### config.mk
export PLATFORM = sky130hd
export DESIGN_NAME = semi_auto_ctrl
export DESIGN_NICKNAME = d
export VERILOG_FILES = /design/src/rtl/semi_auto_pkg.sv /design/src/rtl/semi_auto_ctrl_det_filter.sv /design/src/rtl/semi_auto_ctrl.sv
export SDC_FILE = /design/constraint.sdc
export NUM_CORES = 1
export LEC_CHECK = 0
export ABC_AREA = 1
export CAP_MARGIN = 10
export CORE_MARGIN = 5
export CORE_UTILIZATION = 50
export CTS_BUF_LIST = sky130_fd_sc_hd__clkbuf_8 sky130_fd_sc_hd__clkbuf_16
export DETAILED_ROUTE_END_ITERATION = 7
export HOLD_SLACK_MARGIN = 0.15
export PLACE_DENSITY_LB_ADDON = 0.2
export SYNTH_ARGS = -nofsm -noshare
export SYNTH_HDL_FRONTEND = slang
export SYNTH_SLANG_ARGS = --single-unit
export TNS_END_PERCENT = 20
### constraint.sdc
create_clock -name sys_clk -period 4.9 [get_ports sys_clk]
set_input_delay 0.49 -clock sys_clk [delete_from_list [all_inputs] [get_ports sys_clk]]
set_output_delay 0.49 -clock sys_clk [all_outputs]
set_load 0.005 [all_outputs]
### src/rtl/semi_auto_pkg.sv
// semi_auto_pkg: shared definitions for the semi-automatic drive sequencer.
//   - state_t       : sequencer FSM state encoding
//   - MV_*          : moving_state command codes (one-hot or zero)
//   - DET_*         : bit positions of the detector pattern, in the order the
//                     UART return byte carries them: front, left, right, back
//   - is_junction() : arrival condition evaluated on the filtered detectors
package semi_auto_pkg;

    typedef enum logic [2:0] {
        ST_IDLE,
        ST_TURN1,
        ST_TURN2,
        ST_SETTLE,
        ST_CRUISE
    } state_t;

    localparam logic [3:0] MV_STOP  = 4'b0000;
    localparam logic [3:0] MV_FWD   = 4'b0001;
    localparam logic [3:0] MV_BACK  = 4'b0010;
    localparam logic [3:0] MV_LEFT  = 4'b0100;
    localparam logic [3:0] MV_RIGHT = 4'b1000;

    // Pattern is assembled as {front, left, right, back}.
    localparam int DET_FRONT = 3;
    localparam int DET_LEFT  = 2;
    localparam int DET_RIGHT = 1;
    localparam int DET_BACK  = 0;

    // A junction is reached when the way ahead is blocked or a side opens up.
    function automatic logic is_junction(input logic [3:0] det);
        return det[DET_FRONT] | ~det[DET_LEFT] | ~det[DET_RIGHT];
    endfunction

endpackage

### src/rtl/semi_auto_ctrl_det_filter.sv
// det_filter: debounces the 4-bit detector pattern returned over UART.
//   clk      in  system clock
//   rst      in  synchronous reset, active-high
//   clr      in  restart the stability count (sequencer disabled)
//   raw      in  raw detector pattern {front, left, right, back}
//   filt_det out pattern latched after DET_STABLE unchanged cycles
// The filtered value resets to all-blocked so nothing moves on stale data.
module det_filter
    import semi_auto_pkg::*;
#(
    parameter int DET_STABLE = 1_000_000,
    parameter int CNT_W      = 27
) (
    input  logic       clk,
    input  logic       rst,
    input  logic       clr,
    input  logic [3:0] raw,
    output logic [3:0] filt_det
);

    logic [3:0]       last;
    logic [CNT_W-1:0] cnt;

    always_ff @(posedge clk) begin
        if (rst) begin
            last     <= 4'b1111;
            cnt      <= '0;
            filt_det <= 4'b1111;
        end else if (clr) begin
            cnt <= '0;
        end else if (raw != last) begin
            // Any change restarts the stability window.
            last <= raw;
            cnt  <= '0;
        end else if (cnt == CNT_W'(DET_STABLE - 1)) begin
            // Count saturates here; keep refreshing the filtered value.
            filt_det <= last;
        end else begin
            cnt <= cnt + 1'b1;
        end
    end

endmodule

### src/rtl/semi_auto_ctrl.sv
// semi_auto_ctrl: turns one-shot direction requests into a timed sequence of
// moving_state codes: turn(s), settle forward, cruise until the next junction.
//   sys_clk      in  system clock
//   rst          in  synchronous reset, active-high
//   enable       in  semi-auto mode selected; low aborts to IDLE
//   req_fwd/left/right/back  in  single-cycle request pulses
//   front/left/right/back_det in raw detector bits (1 = blocked)
//   moving_state out [0] fwd [1] back [2] left [3] right
//   busy         out sequence in progress
//   junction     out one-cycle pulse on arrival at a junction
//   reject       out one-cycle pulse when a forward request is refused
module semi_auto_ctrl
    import semi_auto_pkg::*;
#(
    parameter int TURN_CYCLES   = 90_000_000,
    parameter int SETTLE_CYCLES = 50_000_000,
    parameter int DET_STABLE    = 1_000_000,
    parameter int CNT_W         = 27
) (
    input  logic       sys_clk,
    input  logic       rst,
    input  logic       enable,
    input  logic       req_fwd,
    input  logic       req_left,
    input  logic       req_right,
    input  logic       req_back,
    input  logic       front_det,
    input  logic       left_det,
    input  logic       right_det,
    input  logic       back_det,
    output logic [3:0] moving_state,
    output logic       busy,
    output logic       junction,
    output logic       reject
);

    state_t           state;
    logic [CNT_W-1:0] cnt;
    logic             u_turn;     // TURN1 continues into TURN2
    logic [3:0]       filt_det;
    logic             back_unused;

    det_filter #(
        .DET_STABLE (DET_STABLE),
        .CNT_W      (CNT_W)
    ) u_det_filter (
        .clk      (sys_clk),
        .rst      (rst),
        .clr      (~enable),
        .raw      ({front_det, left_det, right_det, back_det}),
        .filt_det (filt_det)
    );

    // Rear wall is tracked but no transition depends on it yet.
    assign back_unused = filt_det[DET_BACK];

    always_ff @(posedge sys_clk) begin
        if (rst || !enable) begin
            state        <= ST_IDLE;
            cnt          <= '0;
            u_turn       <= 1'b0;
            moving_state <= MV_STOP;
            busy         <= 1'b0;
            junction     <= 1'b0;
            reject       <= 1'b0;
        end else begin
            junction <= 1'b0;
            reject   <= 1'b0;
            unique case (state)
                ST_IDLE: begin
                    moving_state <= MV_STOP;
                    cnt          <= '0;
                    // Priority fwd > left > right > back; the rest are dropped.
                    if (req_fwd) begin
                        if (filt_det[DET_FRONT]) begin
                            reject <= 1'b1;
                        end else begin
                            state        <= ST_SETTLE;
                            moving_state <= MV_FWD;
                            busy         <= 1'b1;
                        end
                    end else if (req_left || req_right || req_back) begin
                        state        <= ST_TURN1;
                        moving_state <= req_right && !req_left ? MV_RIGHT : MV_LEFT;
                        u_turn       <= !req_left && !req_right;
                        busy         <= 1'b1;
                    end
                end
                ST_TURN1, ST_TURN2: begin
                    if (cnt == CNT_W'(TURN_CYCLES - 1)) begin
                        cnt <= '0;
                        if (state == ST_TURN1 && u_turn) begin
                            state        <= ST_TURN2;
                            moving_state <= MV_LEFT;
                        end else begin
                            state        <= ST_SETTLE;
                            moving_state <= MV_FWD;
                        end
                    end else begin
                        cnt <= cnt + 1'b1;
                    end
                end
                ST_SETTLE: begin
                    // Detectors ignored while the car leaves the junction.
                    if (cnt == CNT_W'(SETTLE_CYCLES - 1)) begin
                        cnt   <= '0;
                        state <= ST_CRUISE;
                    end else begin
                        cnt <= cnt + 1'b1;
                    end
                end
                ST_CRUISE: begin
                    if (is_junction(filt_det)) begin
                        state        <= ST_IDLE;
                        moving_state <= MV_STOP;
                        busy         <= 1'b0;
                        junction     <= 1'b1;
                        u_turn       <= 1'b0;
                    end
                end
                default: begin
                    state        <= ST_IDLE;
                    moving_state <= MV_STOP;
                    busy         <= 1'b0;
                end
            endcase
        end
    end

endmodule
==> run_results.csv <==
group,metric,value,unit
status,status,"completed",
critical_path,criticalPathCategory,"reg -> reg",
critical_path,path_delay_family,"flip-flops",
global_route,grtUsageTotal,19.12,%
critical_path,critPathBufInv,1,
route,vias_per_cell,5.076,
timing,drv_slew,0,
final_layout,drive_above_1_share,7.194,%
final_layout,syn2layout_area_growth,10.30,%
critical_path,crit_chain,"inv_1 -> nand2_1 -> nor2_1 -> nand2_1 -> nand2_1 -> nor2_1 -> nand3_2 -> nor2_1 -> nor2_1",
final_layout,fillCellCount,819,
floorplanning,num_rows,33,
timing,final.setup.tns,0,ns
placement,gp_congestion,0.9416,
floorplanning,initial_core_util,51.65,%
pwr,power_density,266.1,nW/um2
critical_path,cp.required,5.13,ns
timing,setup_viol,0,
logic_synthesis,yosys_most_used_dff,"dfxtp_1",
timing,post-route-min-period,2.555,ns
clocking,postCtsResizedCells,0,
placement,portBuffers,16,
global_route,antenna_found_initial,0,
logic_synthesis,synth_area_per_cell,6.310,um2
timing,hold_viol,0,
timing,max_slew_margin,22.34,%
worst_hold_path,worstHoldStart,"u_det_filter.filt_det[2]$_SDFFE_PP1P_",
global_route,gr-total-overflow,0,
critical_path,r2r-start,"state[2]$_SDFFE_PP0P_",
clocking,clkSinkCount,71,
final_layout,instances_no_fill,800,
timing,rsz0062_at_grt,"false",
route,route.detailed.drc,0,
critical_path,startpoint_type,"flip-flop",
clocking,htree_levels,3,
logic_synthesis,synth_warnings,0,
worst_hold_path,holdPathStages,2,
critical_path,cpPeakStageDelay,1.10,ns
placement,hpwl,7152,um
logic_synthesis,ys_async_sr_fraction,0,%
critical_path,r2r_cells,9,
final_layout,fin_nets,703,
logic_synthesis,yosysTopAreaCellShare,33.32,%
floorplanning,coreArea,8258,um2
clocking,tritoncts,"done",
route,drt_iter0_markers,276,
logic_synthesis,synth_cells,676,
logic_synthesis,synth_area,4265,um2
critical_path,cp_common_cell,"nor2_1",
clocking,clk_pin_slew,0.08,ns
clocking,clock_path_buffers,2,
route,firstDrtPassIters,5,
route,routed-via-count,4061,
global_route,grt_max_degree,30,
route,postRouteAntennaNets,0,
logic_synthesis,ys_ff_latch,71,
placement,dp_cells,784,
run,drv_cap,0,
pwr,p_total,1252,uW
timing,fin_skew,0.009858,ns
final_layout,antenna_cells,0,
global_route,first_global_vias,3733,
clocking,numCtsBuffers,9,
clocking,cts_setup_buffers,0,
critical_path,slowest_stage,"dfxtp_1",
logic_synthesis,synth_edf_count,0,
floorplanning,io_pins,18,
timing,tightestPinTransition,1.163,ns
clocking,hold_buffers,0,
critical_path,endpoint_kind,"flip-flop",
critical_path,arrival,2.79,ns
timing,min_period_over_period,52.15,%
pwr,peakVddDrop,0.1586,mV
final_layout,seq_area,1421,um2
critical_path,ff2ff_setup_slack,2.34,ns
worst_hold_path,holdCritPathClass,"reg -> reg",
floorplanning,die_y,102.4,um
logic_synthesis,synthesis.nets,689,
route,wirelength,9477,um
global_route,grt_pass1_wl,16260,um
logic_synthesis,synth_cell_types,39,
floorplanning,dieArea,10480,um2
pwr,p_leak,0.001784,uW
critical_path,worst-path-max-fanout,29,
critical_path,timing.rr.end,"state[0]$_SDFFE_PP0P_",
worst_hold_path,min_to,"u_det_filter.filt_det[2]$_SDFFE_PP1P_",
logic_synthesis,synth-seq-area-share,33.32,%
logic_synthesis,synthTopCellsByArea,"dfxtp_1 (33%), nand2_1 (19%), nor2_1 (7.4%), inv_1 (6.8%), a21oi_1 (5.7%)",
clocking,root_buffer,"clkbuf_8",
route,wl_per_cell,11.85,um
logic_synthesis,yosysTopAreaCell,"dfxtp_1",
final_layout,multi_input_area,2471,um2
clocking,clk_latency,0.34,ns
floorplanning,die_width,102.4,um
timing,max_freq,391.4,MHz
==> how the worst max path moves through the flow <==
stage,slack (ns),end,start,depth (start not counted)
final,2.34,state[0]$_SDFFE_PP0P_,state[2]$_SDFFE_PP0P_,9
after global routing,2.09,state[0]$_SDFFE_PP0P_,state[2]$_SDFFE_PP0P_,10
after CTS,2.37,state[0]$_SDFFE_PP0P_,state[2]$_SDFFE_PP0P_,9
after detailed placement,2.01,u_det_filter.cnt[9]$_SDFFE_PP0N_,rst,7
after global placement,2.07,u_det_filter.cnt[26]$_SDFFE_PP0N_,rst,8
after floorplan,3.33,cnt[0]$_SDFFE_PP0P_,cnt[0]$_SDFFE_PP0P_,11
==> state kept, by name (all words and copies together) (netlist names) <==
name                   cells
cnt                       27
u_det_filter.cnt          27
u_det_filter.filt_det      3
moving_state               3
state                      3
busy                       1
reject                     1
u_turn                     1
u_det_filter.last          4
junction                   1
==> tightest hold or removal path: stages (launching register included) <==
cell and delay (ns):
dfxtp_1 0.33, nand2_1 0.05, nand3_1 0.05
==> cell usage in the layout, fill, tap and decap left out, types with 13 or more instances in the layout <==
cell type / Yosys / layout
dfxtp_1: 71 / 71
o21ai_0: 13 / 13
nand4_1: 15 / 15
a21oi_1: 49 / 49
xor2_1: 17 / 17
nand3_1: 41 / 41
nand2_1: 217 / 217
inv_1: 77 / 79
clkdlybuf4s50_1: 0 / 16
nor3_1: 20 / 20
nor2_1: 84 / 84
==> routing by layer <==
metal	global-route usage (%)	vias up	share of wire, %
met2	31.03	89	45
met1	26.05	1788	49
met4	6.458	0	1.4
li1	-	2172	-
met5	0	-	0
met3	2.799	12	4.5
==> cells in the mapped netlist (all sizes together) (2+ instances only) <==
| cell | instances |
|---|---|
| nand2 | 226 |
| buf | 7 |
| nor3 | 22 |
| nand3 | 43 |
| or2 | 5 |
| clkbuf | 6 |
| nor2 | 98 |
| dfxtp | 71 |
| o21ai | 15 |
| and3 | 3 |
| nand3b | 4 |
| xor2 | 17 |
| ha | 2 |
| xnor2 | 3 |
| inv | 79 |
| o21a | 2 |
| nand4 | 16 |
| a21oi | 49 |
==> kinds of logic (layout without fill, tap and decap cells) <==
family	Yosys count	in the layout	synth area share [%]
and+or+nand+nor	420	420	44.38
buffers and inverters	92	111	8.741
DFF	71	71	33.32
AOI/OAI and AO/OA	70	70	8.771
xor gates and xnor gates	20	20	4.107
adders and majority gates	2	2	0.5866
other	1	1	0.08792
==> where the power goes <==
| group | internal (uW) | switching (uW) |
|---|---|---|
| registers | 587 | 15.1 |
| logic | 43.4 | 82.2 |
| clock network | 310 | 214 |
| total | 941 | 311 |
==> per-stage QoR <==
stage	instance area, um2	setup slack, ns	utilization (%)	hold WS, ns
detailed placement	4481	2.014	54.26	0.4474
global route	4705	2.093	56.97	0.4758
global placement	4481	2.066	54.26	0.4455
finish	4705	2.345	56.97	0.4654
floorplan	4265	3.334	-	0.4287
CTS	4705	2.367	56.97	0.4679
==> layout make-up <==
cell class	count	area share [%]
clock buffers	11	3.218
repair buffers	16	3.404
multi-input cells	513	52.53
clock inverters	5	1.543
well taps	105	2.793
flip-flops and latches	71	30.21
inverters	79	6.303
Power figures use the tool's default switching activity.
